--- src/rtl/game_pkg.sv ---
// Shared constants and types for the game input path.
// Button indices, default timing and the fire strike FSM encoding.
package game_pkg;

   localparam int BTN_TICK_DIV    = 25000;
   localparam int BTN_DEBOUNCE_MS = 10;
   localparam int BTN_AUTOFIRE_MS = 200;

   localparam int BTN_UP    = 0;
   localparam int BTN_DOWN  = 1;
   localparam int BTN_FIRE  = 2;
   localparam int BTN_COUNT = 3;

   typedef enum logic {
      FIRE_IDLE = 1'b0,
      FIRE_HELD = 1'b1
   } fire_state_t;

endpackage

--- src/rtl/debounce_cell.sv ---
// One button: two-flop synchroniser followed by a tick-paced debounce
// counter; the level only moves after DEBOUNCE_MS stable ms ticks.
module debounce_cell #(
   parameter int DEBOUNCE_MS = 10
) (
   input  logic clk,
   input  logic reset,
   input  logic i_tick,
   input  logic i_raw,
   output logic o_db
);

   localparam int CW = $clog2(DEBOUNCE_MS + 1);
   localparam logic [CW-1:0] CNT_LAST = CW'(DEBOUNCE_MS - 1);

   logic          r_s1;
   logic          r_s2;
   logic          r_db;
   logic [CW-1:0] r_cnt;

   always_ff @(posedge clk or posedge reset) begin
      if (reset) begin
         r_s1  <= 1'b0;
         r_s2  <= 1'b0;
         r_db  <= 1'b0;
         r_cnt <= '0;
      end else begin
         r_s1 <= i_raw;
         r_s2 <= r_s1;
         // any agreement with the held level restarts the stability count
         if (r_s2 == r_db) begin
            r_cnt <= '0;
         end else if (i_tick) begin
            if (r_cnt == CNT_LAST) begin
               r_db  <= ~r_db;
               r_cnt <= '0;
            end else begin
               r_cnt <= r_cnt + CW'(1);
            end
         end
      end
   end

   assign o_db = r_db;

endmodule

--- src/rtl/button_conditioner.sv ---
// Debounced buttons, movement levels, fire strike and 1 ms tick.
// Optional autofire repeat when BUTTON_AUTOFIRE_EN is defined.
module button_conditioner
   import game_pkg::*;
#(
   parameter int TICK_DIV    = BTN_TICK_DIV,
   parameter int DEBOUNCE_MS = BTN_DEBOUNCE_MS,
   parameter int AUTOFIRE_MS = BTN_AUTOFIRE_MS
) (
   input  logic clk,
   input  logic reset,
   input  logic upButton,
   input  logic downButton,
   input  logic fireButton,
   output logic up_db,
   output logic down_db,
   output logic fire_db,
   output logic up_move,
   output logic down_move,
   output logic fire_pulse,
   output logic ms_tick
);

   localparam int PW = $clog2(TICK_DIV);
   localparam logic [PW-1:0] PRE_LAST = PW'(TICK_DIV - 1);

   if (TICK_DIV < 2 || DEBOUNCE_MS < 1 || AUTOFIRE_MS < 1) begin : g_bad_param
      $error("button_conditioner: parameter out of range");
   end

   logic [PW-1:0]        r_pre;
   logic                 r_ms_tick;
   logic [BTN_COUNT-1:0] w_raw;
   logic [BTN_COUNT-1:0] w_db;
   fire_state_t          r_state;
   logic                 r_fire_pulse;

   always_ff @(posedge clk or posedge reset) begin
      if (reset) begin
         r_pre     <= '0;
         r_ms_tick <= 1'b0;
      end else if (r_pre == PRE_LAST) begin
         r_pre     <= '0;
         r_ms_tick <= 1'b1;
      end else begin
         r_pre     <= r_pre + PW'(1);
         r_ms_tick <= 1'b0;
      end
   end

   assign w_raw[BTN_UP]   = upButton;
   assign w_raw[BTN_DOWN] = downButton;
   assign w_raw[BTN_FIRE] = fireButton;

   for (genvar g = 0; g < BTN_COUNT; g++) begin : g_cell
      debounce_cell #(
         .DEBOUNCE_MS(DEBOUNCE_MS)
      ) u_cell (
         .clk    (clk),
         .reset  (reset),
         .i_tick (r_ms_tick),
         .i_raw  (w_raw[g]),
         .o_db   (w_db[g])
      );
   end

`ifdef BUTTON_AUTOFIRE_EN
   localparam int AW = (AUTOFIRE_MS > 1) ? $clog2(AUTOFIRE_MS) : 1;
   localparam logic [AW-1:0] REP_LAST = AW'(AUTOFIRE_MS - 1);

   logic [AW-1:0] r_rep;

   always_ff @(posedge clk or posedge reset) begin
      if (reset) begin
         r_state      <= FIRE_IDLE;
         r_fire_pulse <= 1'b0;
         r_rep        <= '0;
      end else begin
         r_fire_pulse <= 1'b0;
         unique case (r_state)
            FIRE_IDLE: begin
               r_rep <= '0;
               if (w_db[BTN_FIRE]) begin
                  r_state      <= FIRE_HELD;
                  r_fire_pulse <= 1'b1;
               end
            end
            FIRE_HELD: begin
               if (!w_db[BTN_FIRE]) begin
                  r_state <= FIRE_IDLE;
                  r_rep   <= '0;
               end else if (r_ms_tick) begin
                  if (r_rep == REP_LAST) begin
                     r_fire_pulse <= 1'b1;
                     r_rep        <= '0;
                  end else begin
                     r_rep <= r_rep + AW'(1);
                  end
               end
            end
         endcase
      end
   end
`else
   always_ff @(posedge clk or posedge reset) begin
      if (reset) begin
         r_state      <= FIRE_IDLE;
         r_fire_pulse <= 1'b0;
      end else begin
         r_fire_pulse <= 1'b0;
         unique case (r_state)
            FIRE_IDLE: begin
               if (w_db[BTN_FIRE]) begin
                  r_state      <= FIRE_HELD;
                  r_fire_pulse <= 1'b1;
               end
            end
            FIRE_HELD: begin
               if (!w_db[BTN_FIRE]) begin
                  r_state <= FIRE_IDLE;
               end
            end
         endcase
      end
   end
`endif

   assign up_db      = w_db[BTN_UP];
   assign down_db    = w_db[BTN_DOWN];
   assign fire_db    = w_db[BTN_FIRE];
   // pressing both directions cancels movement but still reports both levels
   assign up_move    = w_db[BTN_UP] & ~w_db[BTN_DOWN];
   assign down_move  = w_db[BTN_DOWN] & ~w_db[BTN_UP];
   assign fire_pulse = r_fire_pulse;
   assign ms_tick    = r_ms_tick;

endmodule

--- config.mk ---
export PLATFORM = sky130hd
export DESIGN_NAME = button_conditioner
export DESIGN_NICKNAME = d
export VERILOG_FILES = /design/src/rtl/game_pkg.sv /design/src/rtl/debounce_cell.sv /design/src/rtl/button_conditioner.sv
export SDC_FILE = /design/constraint.sdc
export NUM_CORES = 1
export LEC_CHECK = 0
export BUFFER_PORTS_ARGS = -buffer_cell sky130_fd_sc_hd__buf_4
export CORE_MARGIN = 1.5
export CORE_UTILIZATION = 56
export CTS_BUF_LIST = sky130_fd_sc_hd__clkbuf_2 sky130_fd_sc_hd__clkbuf_4 sky130_fd_sc_hd__clkbuf_8
export DETAILED_ROUTE_END_ITERATION = 8
export GPL_ROUTABILITY_DRIVEN = 0
export PLACE_DENSITY = 0.74
export SLEW_MARGIN = 30
export SYNTH_ARGS = -nofsm -noshare
export SYNTH_HDL_FRONTEND = slang
export SYNTH_SLANG_ARGS = --single-unit
--- constraint.sdc ---
create_clock -name clk -period 4.6 [get_ports clk]
set_clock_uncertainty 0.15 [all_clocks]
set_input_delay 0.23 -clock clk [delete_from_list [all_inputs] [get_ports clk]]
set_output_delay 0.23 -clock clk [all_outputs]
set_load 0.02 [all_outputs]
==> impl_results.md <==
* Peak VDD IR at 0.179 mV
* Netlist cell types at 31
* Total Wirelength at 2.91 mm
* Vias in the first global route at 1155
* Syn Inst Count at 158
* Setup TNS at 0 ns
* Hold-fix buffers, CTS at 4
* Post-Layout Cell Count at 213
* N_diodes at 0
* Fmax at 584 MHz
* Tmin final at 1.71 ns
* Initial antenna violation count at 0
* Min-Delay Endpoint: g_cell[2].u_cell.r_s2$_DFF_PP0_
* Max cap viols at 0
* Residual DRC count at 0
* Slew headroom at 67.4%
* Worst min path class: reg2reg
* Warning count from the yosys run at 0
* Die Ht at 58.8 um
* Rows at 20
* Flop2flop setup slack at 2.89 ns
* PwrDens at 275 nW/um2
* Die W at 58.8 um
* Unrepaired setup endpoints after global routing: no
* #FFs+latches synth at 39
* Critical R2R Launch: r_pre[9]$_DFF_PP0_
* Vias at 1205
* Ports at 12
* CTS sink count at 39
* Final max-slew violation count at 0
* Synth area leaders: dfrtp_1 56%, ha_1 5.0%, xor2_1 5.0%
* Area of placed instances at 1870 um2
* IO Port Bufs at 11
* Leakage at 0.936 nW
* Post-route setup slack at 2.89 ns
* Antenna viol nets, final at 0
* Die ar. at 3460 um2
* WL/cell at 13.7 um
* Post-synth top area cell: dfrtp_1
* CTS Root Cell: clkbuf_4
* Largest net degree at the start of global routing at 40
* First-pass GRT wire length at 5.02 mm
* Longest Clk Path Bufs at 2
* DP Worst Slack at 2.87 ns
* Crit Reg-Reg Endpoint: r_pre[1]$_DFF_PP0_
* Yosys top cell area share at 56.0%
* HP Start: g_cell[2].u_cell.r_s1$_DFF_PP0_
* Fin. Hold Viols at 0
* Final HPWL DP at 2.06 mm
* Maximum fanout along the worst path at 9
* Crit. End Element: flop
* Initial Utilization at 58.1%
* Setup bufs post-CTS at 0
* TritonCTS Buffers at 5
* Post-CTS resize count at 0
* Core area at 3000 um2
* Vias per inst at 5.66
* Mapped cell area at 1740 um2
* Cell count of the worst reg-to-reg path at 4
* Fillers at 243
* Reg clk slew, reported paths at 0.11 ns
* TritonRoute pass-1 iters at 4
* Sequential area share after synthesis at 56.0%
* Fin crit share at 37.2%
* Htree depth at 2
* WS Path Type: reg2reg
* Clock Latency Late Sink at 0.34 ns
* Post-Place Cells at 202
* CP Launch Type: flop
* Iter 0 DRT Violations at 77
* Final setup violating endpoints at 0
* Overall Global Routing Usage at 19.8%
* Worst hold stages at 0
* Worst EP arrival at 1.77 ns
* Least-Margin Pin Slew at 0.485 ns
* Post-Syn Nets at 170
* Synthesized area per cell at 11.0 um2
* CP startpoint: r_pre[9]$_DFF_PP0_
* Final instance area at 1970 um2
* Worst Path Required at 4.66 ns
* CTS tree: built
* Total power at 0.541 mW
* Synth-to-Final Area Change at 12.8%
* Ratio of cells with drive above 1 in the final layout at 13.9%
* Outcome: finished clean
* GRT overflow at 0
* Nets@finish at 192
## state kept, by name, indices dropped and copies added (netlist names)
name,cells
g_cell.u_cell.r_cnt,12
r_pre,15
g_cell.u_cell.o_db,3
g_cell.u_cell.r_s1,3
g_cell.u_cell.r_s2,3
ms_tick,1
r_state,1
fire_pulse,1
## placed cells by master (no fill, tap or decap), types with 2 or more instances in the layout
cell type,netlist,final
nor2b_1,4,4
and4_1,2,2
xor2_1,10,10
a211o_1,2,2
o31ai_1,3,3
dlygate4sd3_1,0,4
nand2_1,14,14
ha_1,7,7
inv_1,10,10
mux2_2,2,2
o211ai_1,3,3
nor2_1,14,14
nand4_1,5,5
o21ai_0,8,8
nand3_1,8,8
dfrtp_1,39,39
nand3b_1,3,3
xnor2_1,6,6
nor3_1,2,2
and2_1,4,4
clkbuf_4,0,5
buf_4,0,12
## cell usage after synthesis
library cell / instances
nor4_1: 1
dfrtp_1: 39
or3_1: 1
a21oi_1: 1
ha_1: 7
o211ai_1: 3
nor3b_1: 1
nor4b_2: 1
and4_1: 2
and2_1: 4
nand3b_1: 3
mux2_2: 2
o21ai_0: 8
a21o_1: 1
nor2b_1: 4
o22ai_1: 1
a31o_2: 1
nand2_1: 14
nor3_1: 2
inv_1: 10
nand3_1: 8
nand2b_1: 1
or2_2: 1
nor2_1: 14
xnor2_1: 6
a211o_1: 2
clkbuf_2: 1
o31ai_1: 3
xor2_1: 10
nor4_4: 1
nand4_1: 5
## how the worst max path moves through the flow
stage                          endpoint  slack (ns)
finish               r_pre[1]$_DFF_PP0_        2.89
global route         r_pre[1]$_DFF_PP0_        2.72
CTS                  r_pre[7]$_DFF_PP0_        2.87
detailed placement   r_pre[7]$_DFF_PP0_        2.87
global placement     r_pre[7]$_DFF_PP0_        2.93
floorplan           r_pre[13]$_DFF_PP0_        3.04
## power breakdown
group	total (mW)	switching (mW)	internal (mW)
sequential	0.347	0.00149	0.345
combinational	0.0161	0.00967	0.00645
clock	0.178	0.107	0.0709
## worst max-delay path: stages, from the launching register on
cell and delay, ns:
dfrtp_1 0.44, nor4b_2 0.27, nand4_1 0.16, nor4_4 0.47, nor2b_1 0.10
## cell families (layout without fill, tap and decap cells)
group	Yosys count	after routing	share of synthesized area, %
AO/OA/AOI/OAI	20	20	7.46
flip-flops	39	39	56.0
multiplexers	2	2	1.29
XOR/XNOR	16	16	8.03
AND/OR/NAND/NOR	63	63	19.8
adder cells (fa/ha/maj)	7	7	5.02
buffers and inverters	11	33	2.44
## per-layer routing
metal  GRT usage [%]  vias up  part of all wire, %
li1                -      585                    -
met1            24.7      586                   45
met2            32.2       23                   49
met3            5.93       11                  3.6
met4            8.12        0                  2.1
met5               0        -                    0
## area by class of cell
class	count	area [um2]	share of cell area (%)
Clock inverter	1	5.00	0.254
Tap cell	33	41.3	2.10
Inverter	10	37.5	1.91
Timing Repair Buffer	16	130	6.62
Sequential cell	39	976	49.6
Clock buffer	6	51.3	2.61
Multi-Input combinational cell	108	726	36.9
## stage by stage
step	hold slack (ns)	utilization, %
2_1_floorplan	0.111	-
3_3_place_gp	0.183	62.3
3_5_place_dp	0.186	62.3
4_1_cts	0.211	65.5
5_1_grt	0.224	65.5
6_report	0.210	65.5
No activity file was read; power rests on OpenSTA's default activity.
